## config.mk

```make
export PLATFORM = sky130hd
export DESIGN_NAME = keypad_emulator_flat
export DESIGN_NICKNAME = d
export VERILOG_FILES = /design/src/rtl/keypad_emulator_if.sv /design/src/rtl/keypad_emulator.sv /design/src/flat_wrapper.sv
export SDC_FILE = /design/constraint.sdc
export NUM_CORES = 1
export LEC_CHECK = 0
export ABC_AREA = 0
export BUFFER_PORTS_ARGS = -buffer_cell sky130_fd_sc_hd__buf_4
export CAP_MARGIN = 10
export CORE_AREA = 2 2 76 78
export DETAILED_ROUTE_END_ITERATION = 7
export DIE_AREA = 0 0 78 80
export RECOVER_POWER = 50
export SLEW_MARGIN = 20
export SYNTH_ARGS = -nofsm -noshare
export SYNTH_HDL_FRONTEND = slang
export SYNTH_SLANG_ARGS = --single-unit
```

## constraint.sdc

```tcl
create_clock -name clk -period 6.4 [get_ports clk]
set_clock_uncertainty 0.15 [all_clocks]
set_input_delay 0.32 -clock clk [delete_from_list [all_inputs] [get_ports clk]]
set_output_delay 0.32 -clock clk [all_outputs]
set_load 0.05 [all_outputs]
```

## src/rtl/keypad_emulator_if.sv

```systemverilog
// Key-entry handshake between a key source (master) and the keypad emulator (slave).
interface keypad_emulator_if;
  logic       key_valid;
  logic [3:0] key_code;
  logic       key_ready;

  modport master (output key_valid, output key_code, input key_ready);
  modport slave  (input key_valid, input key_code, output key_ready);
endinterface

```

## src/rtl/keypad_emulator.sv

```systemverilog
// 4x4 keypad model: presses each accepted key for HOLD_CYCLES, releases for GAP_CYCLES,
// and answers the scanner's active-low column drive on the matching active-low row.
module keypad_emulator #(
  parameter int HOLD_CYCLES = 1000000,
  parameter int GAP_CYCLES  = 1000000,
  parameter int ROW_LAT     = 1
) (
  input  logic              clk,
  input  logic              rst_n,
  keypad_emulator_if.slave  key_bus,
  input  logic [3:0]        Col,
  output logic [3:0]        Row,
  output logic              pressed,
  output logic              done
);

  typedef enum logic [1:0] {
    IDLE  = 2'd0,
    PRESS = 2'd1,
    GAP   = 2'd2
  } state_t;

  localparam logic [23:0] HOLD_LAST = 24'(HOLD_CYCLES - 1);
  localparam logic [23:0] GAP_LAST  = 24'(GAP_CYCLES - 1);

  state_t      state;
  state_t      state_next;
  logic [23:0] counter;
  logic [23:0] counter_next;
  logic [3:0]  key;
  logic [3:0]  key_next;
  logic        done_next;
  logic        ready;
  logic        match;
  logic [3:0]  row_next;
  logic [3:0]  row_pipe [ROW_LAT];

  // Col bit that drives the column holding this key (bit3 = C1 .. bit0 = C4).
  function automatic logic [1:0] col_bit(input logic [3:0] k);
    case (k)
      4'h1, 4'h4, 4'h7, 4'h0: col_bit = 2'd3;
      4'h2, 4'h5, 4'h8, 4'hF: col_bit = 2'd2;
      4'h3, 4'h6, 4'h9, 4'hE: col_bit = 2'd1;
      default:                col_bit = 2'd0;
    endcase
  endfunction

  // Active-low row line on which this key sits.
  function automatic logic [3:0] row_pattern(input logic [3:0] k);
    case (k)
      4'h1, 4'h2, 4'h3, 4'hA: row_pattern = 4'b0111;
      4'h4, 4'h5, 4'h6, 4'hB: row_pattern = 4'b1011;
      4'h7, 4'h8, 4'h9, 4'hC: row_pattern = 4'b1101;
      default:                row_pattern = 4'b1110;
    endcase
  endfunction

  assign key_bus.key_ready = ready;

  // Next-state, counter and key-latch logic of the press/release sequencer.
  always_comb begin
    state_next   = state;
    counter_next = counter;
    key_next     = key;
    done_next    = 1'b0;
    case (state)
      IDLE: begin
        if (key_bus.key_valid && ready) begin
          key_next     = key_bus.key_code;
          counter_next = 24'd0;
          state_next   = PRESS;
        end else begin
          state_next   = IDLE;
        end
      end
      PRESS: begin
        if (counter == HOLD_LAST) begin
          counter_next = 24'd0;
          state_next   = GAP;
        end else begin
          counter_next = counter + 24'd1;
        end
      end
      GAP: begin
        if (counter == GAP_LAST) begin
          counter_next = 24'd0;
          state_next   = IDLE;
          done_next    = 1'b1;
        end else begin
          counter_next = counter + 24'd1;
        end
      end
      default: begin
        counter_next = 24'd0;
        state_next   = IDLE;
      end
    endcase
  end

  // Sequencer state plus outputs registered from the next state so they align with it.
  always_ff @(posedge clk or negedge rst_n) begin
    if (!rst_n) begin
      state   <= IDLE;
      counter <= 24'd0;
      key     <= 4'h0;
      ready   <= 1'b1;
      pressed <= 1'b0;
      done    <= 1'b0;
    end else begin
      state   <= state_next;
      counter <= counter_next;
      key     <= key_next;
      ready   <= (state_next == IDLE);
      pressed <= (state_next == PRESS);
      done    <= done_next;
    end
  end

  // Each column bit is tested on its own, so several low columns still register a hit.
  assign match    = pressed && (Col[col_bit(key)] == 1'b0);
  assign row_next = match ? row_pattern(key) : 4'b1111;

  // Row response delay line; the last stage drives Row.
  always_ff @(posedge clk or negedge rst_n) begin
    if (!rst_n) begin
      for (int i = 0; i < ROW_LAT; i++) begin
        row_pipe[i] <= 4'b1111;
      end
    end else begin
      row_pipe[0] <= row_next;
      for (int i = 1; i < ROW_LAT; i++) begin
        row_pipe[i] <= row_pipe[i-1];
      end
    end
  end

  assign Row = row_pipe[ROW_LAT-1];

endmodule
```

## src/flat_wrapper.sv

```systemverilog
// flat-port wrapper written by rule: the top's interface ports become plain ports
module keypad_emulator_flat 
#(
  parameter int HOLD_CYCLES = 1000000,
  parameter int GAP_CYCLES  = 1000000,
  parameter int ROW_LAT     = 1
)
  (clk, rst_n, Col, Row, pressed, done, key_bus_key_valid, key_bus_key_code, key_bus_key_ready);
  keypad_emulator_if key_bus_i ();
  input  logic clk;
  input  logic rst_n;
  input  logic [3:0] Col;
  output logic [3:0] Row;
  output logic pressed;
  output logic done;
  input wire logic [$bits(key_bus_i.key_valid)-1:0] key_bus_key_valid;
  input wire logic [$bits(key_bus_i.key_code)-1:0] key_bus_key_code;
  output wire logic [$bits(key_bus_i.key_ready)-1:0] key_bus_key_ready;
  assign key_bus_i.key_valid = key_bus_key_valid;
  assign key_bus_i.key_code = key_bus_key_code;
  assign key_bus_key_ready = key_bus_i.key_ready;
  keypad_emulator #(.HOLD_CYCLES(HOLD_CYCLES), .GAP_CYCLES(GAP_CYCLES), .ROW_LAT(ROW_LAT)) u_core (.clk(clk), .rst_n(rst_n), .key_bus(key_bus_i), .Col(Col), .Row(Row), .pressed(pressed), .done(done));
endmodule
```

==> metrics.md <==
| Metric | Value |
|---|---|
| Status | `finished, violations left` |
| Failing checks | `capacitance limit, slew limit` |
| Clock root buffer | `clkbuf_8` |
| Synth area leaders | `dfrtp_1 (37%), dfstp_2 (6.0%), a22oi_1 (3.8%)` |
| Post-DP HPWL | `3131 microns` |
| CTS tree | `done` |
| Total Routing Usage GR | `16.61%` |
| Vias in the first global route | `1708` |
| Tightest Pin Transition | `1998 ps` |
| Hold Path Class | `primary input to flop` |
| Hold Path End | `u_core.key[0]$_DFFE_PN0P_` |
| Nets@finish | `258` |
| Switching Share | `22.91%` |
| Post-CTS setup buffers | `0` |
| Yosys reg bits | `37` |
| Final TNS setup | `0 ps` |
| Data arrival time of the critical path | `about 3000 ps` |
| Post-route minimum period | `2903 ps` |
| WL per Instance | `14.85 microns` |
| Hold depth | `2` |
| Total routed wirelength | `4677 microns` |
| Die Area | `6240 sq um` |
| Synthesized Nets | `248` |
| Seq pwr share | `approximately 57%` |
| Detail Route Antenna Nets | `0` |
| CP required | `~6500 ps` |
| Reg2reg path depth | `6` |
| Htree depth | `2` |
| Setup-failing EPs final | `0` |
| Reg-to-reg startpoint | `u_core.state[0]$_DFF_PN0_` |
| Routed vias/inst | `5.667` |
| Startpoint Class | `flop` |
| IR drop worst, VDD | `0.09374 mV` |
| Crit path capture type | `flop` |
| Post-synthesis cell area | `2190 sq um` |
| Clock share of power | `39.5%` |
| Detailed router's first-iteration violation count | `76` |
| Initial Util | `between 40% and 50%` |
| Drt first pass iters | `4` |
| Area of the multi-input gates | `1149 sq um` |
| Reg2Reg Setup Slack | `3500 ps` |
| Row count | `27` |
| DRC violations left | `0` |
| Worst-case clock buffer depth | `2` |
| RSZ-0062 raised after global routing | `false` |
| Seq/Total Area, Yosys | `42.57%` |
| TritonCTS buffer count | `5` |
| Initial antenna violation count | `0` |
| Post-synth EDFFs | `0` |
| Die span in y | `~80 microns` |
| Cells after Synth | `232` |
| Async SR Flop Fraction | `100.0%` |
| Gpl congestion | `0.8055` |
| FILL cells | `528` |
| Clk pin slew, worst setup/hold paths | `80 ps` |
| Internal power | `0.3143 mW` |
| Number of max-cap violations | `1` |
| Cell taking the most area after synthesis | `dfrtp_1` |
| Max Clk Rate | `roughly 340 MHz` |
| Crit Path Class | `flop to flop` |
| Slew Limit Headroom | `-33.18%` |
| CP max-delay cell | `or4b_2` |
| Share of cells above drive strength 1 | `around 15%` |
| First-pass GRT wire length | `8121 microns` |
| DR vias | `1785` |
| Ys flop type | `dfrtp_1` |
| Share of the synthesized area in the top cell type | `36.57%` |
| Die width | `about 78 microns` |
| Slowest stage delay, CP | `760 ps` |
| Register area | `a little over 900 sq um` |
| Hold Startpoint | `key_bus_key_code[0]` |
| # IOs | `18` |
| CTS Sinks | `37` |
| Critical-path cell list | `inv_1 > ha_1 > a21bo_2 > nand3_1 > or4b_2 > a22oi_1` |
| Pwr Density | `about 170 nW/um^2` |
| I/O Buffers | `17` |
| Fin. max-slew vios | `38` |
| Synth Warn # | `0` |
| # diodes | `0` |
| Crit-path max FO | `26` |
| R2R Path End | `u_core.counter[11]$_DFFE_PN0P_` |
| Period utilization | `45.36%` |
| Core area | `5405 sq um` |
| Hold WS | `107.4 ps` |
| Crit-path leading delay family | `simple AND/OR/NAND/NOR gates` |
| Post-synth cell types | `54` |
| Syn Area/Cell | `9.438 sq um` |
| Largest net degree at the start of global routing | `38` |
| Final hold vios | `0` |
| LEAKAGE | `1.003 nW` |
| Worst Path Buf+Inv | `1` |
| Sw Pwr | `0.09338 mW` |
| Comb power frac | `~3.0%` |
| Clk_lat worst skew | `about 300 ps` |
| CTS resizes | `0` |
| Area growth syn-to-layout | `10.74%` |
| GR Overflow Total | `0` |
power groups by stage:
stage | sequential (mW) | combinational [mW] | clock [mW]
floorplan | 0.240 | 0.000812 | 0
global placement | 0.239 | 0.0127 | 0
detailed placement | 0.239 | 0.0126 | 0
CTS | 0.234 | 0.0131 | 0.169
global route | 0.234 | 0.0140 | 0.182
finish | 0.234 | 0.0122 | 0.161
metrics by stage:
| step | instance area, sq um | setup slack [ps] | instances | util, % | total power [mW] |
|---|---|---|---|---|---|
| after floorplan | 2190 | 4226 | 232 | - | 0.2410 |
| after global placement | 2344 | 3602 | 306 | 43.36 | 0.2515 |
| after detailed placement | 2344 | 3504 | 306 | 43.36 | 0.2515 |
| after CTS | 2440 | 3514 | 315 | 45.14 | 0.4163 |
| after global routing | 2425 | 3307 | 315 | 44.86 | 0.4301 |
| final | 2425 | 3497 | 315 | 44.86 | 0.4076 |
layout by cell type, fill, tap and decap left out, types with 3 or more instances in the layout:
cell / n
nand3_1: 16
nor2_1: 9
mux2_2: 4
xnor2_1: 3
or4_1: 9
a21oi_1: 8
o21ai_0: 9
xor2_1: 4
nand2_1: 16
clkbuf_1: 4
inv_1: 10
dfrtp_1: 32
o31ai_1: 9
nand3b_1: 3
clkbuf_8: 5
dfstp_2: 5
nor4b_1: 3
o211ai_1: 3
ha_1: 5
a22oi_1: 11
and3_1: 3
and2_1: 3
and4_1: 3
buf_4: 14
nor4_1: 5
nand4_1: 7
worst max path at each step:
stage / start / to / depth (start not counted)
6_report: u_core.state[0]$_DFF_PN0_ / u_core.counter[11]$_DFFE_PN0P_ / 6
3_3_place_gp: u_core.state[0]$_DFF_PN0_ / u_core.counter[11]$_DFFE_PN0P_ / 6
5_1_grt: u_core.state[0]$_DFF_PN0_ / u_core.counter[11]$_DFFE_PN0P_ / 6
4_1_cts: u_core.state[0]$_DFF_PN0_ / u_core.counter[11]$_DFFE_PN0P_ / 6
3_5_place_dp: u_core.state[0]$_DFF_PN0_ / u_core.counter[11]$_DFFE_PN0P_ / 6
2_1_floorplan: u_core.key_bus.key_ready$_DFF_PN1_ / u_core.counter[11]$_DFFE_PN0P_ / 5
cell type report:
class	instances	area share [%]
multi-input combinational	169	47.37
inverter	10	1.548
clock buffer	5	2.838
sequential	37	38.44
clock inverter	3	0.7224
timing repair buffer	19	5.366
tap	72	3.715
repair_timing:
item,CTS,global route
endpoints found under the setup margin,0,0
hold endpoints to repair,32,0
hold buffers,1,0
registers in the layout, indices dropped and copies added, names as in the netlist:
register                  count
u_core.pressed                1
u_core.key                    4
u_core.counter               24
u_core.key_bus.key_ready      1
u_core.state                  2
u_core.done                   1
u_core.Row                    4
logic make-up (layout without fill, tap and decap cells):
family | after synthesis | after routing | synth area share [%]
muxes | 5 | 5 | 2.514
AOI/OAI and AO/OA | 61 | 61 | 19.77
buffers and inverters | 26 | 37 | 4.971
adders and majority gates | 5 | 5 | 2.857
xor gates and xnor gates | 7 | 7 | 2.800
DFF | 37 | 37 | 42.57
and+or+nand+nor | 91 | 91 | 24.51
cell usage after synthesis, types with 4 or more instances:
master	count
xor2_1	4
nand4_1	7
nor2_1	9
o21ai_0	10
a21oi_1	8
o31ai_1	9
or4_1	9
dfrtp_1	32
nor4_1	5
mux2_2	4
ha_1	5
inv_1	10
clkbuf_1	11
nand3_1	16
dfstp_2	5
nand2_1	16
a22oi_1	11
routing by layer:
metal / vias up / part of all wire (%) / routed length, microns / global-route usage [%]
met2: 32 / 46 / 2169 / 26.72
met3: 8 / 3.6 / 167 / 3.620
met5: - / 0 / 0 / 0
met4: 0 / 2.0 / 92 / 7.018
met1: 844 / 48 / 2247 / 21.63
li1: 901 / - / - / -
No activity file was read; power rests on OpenSTA's default activity.
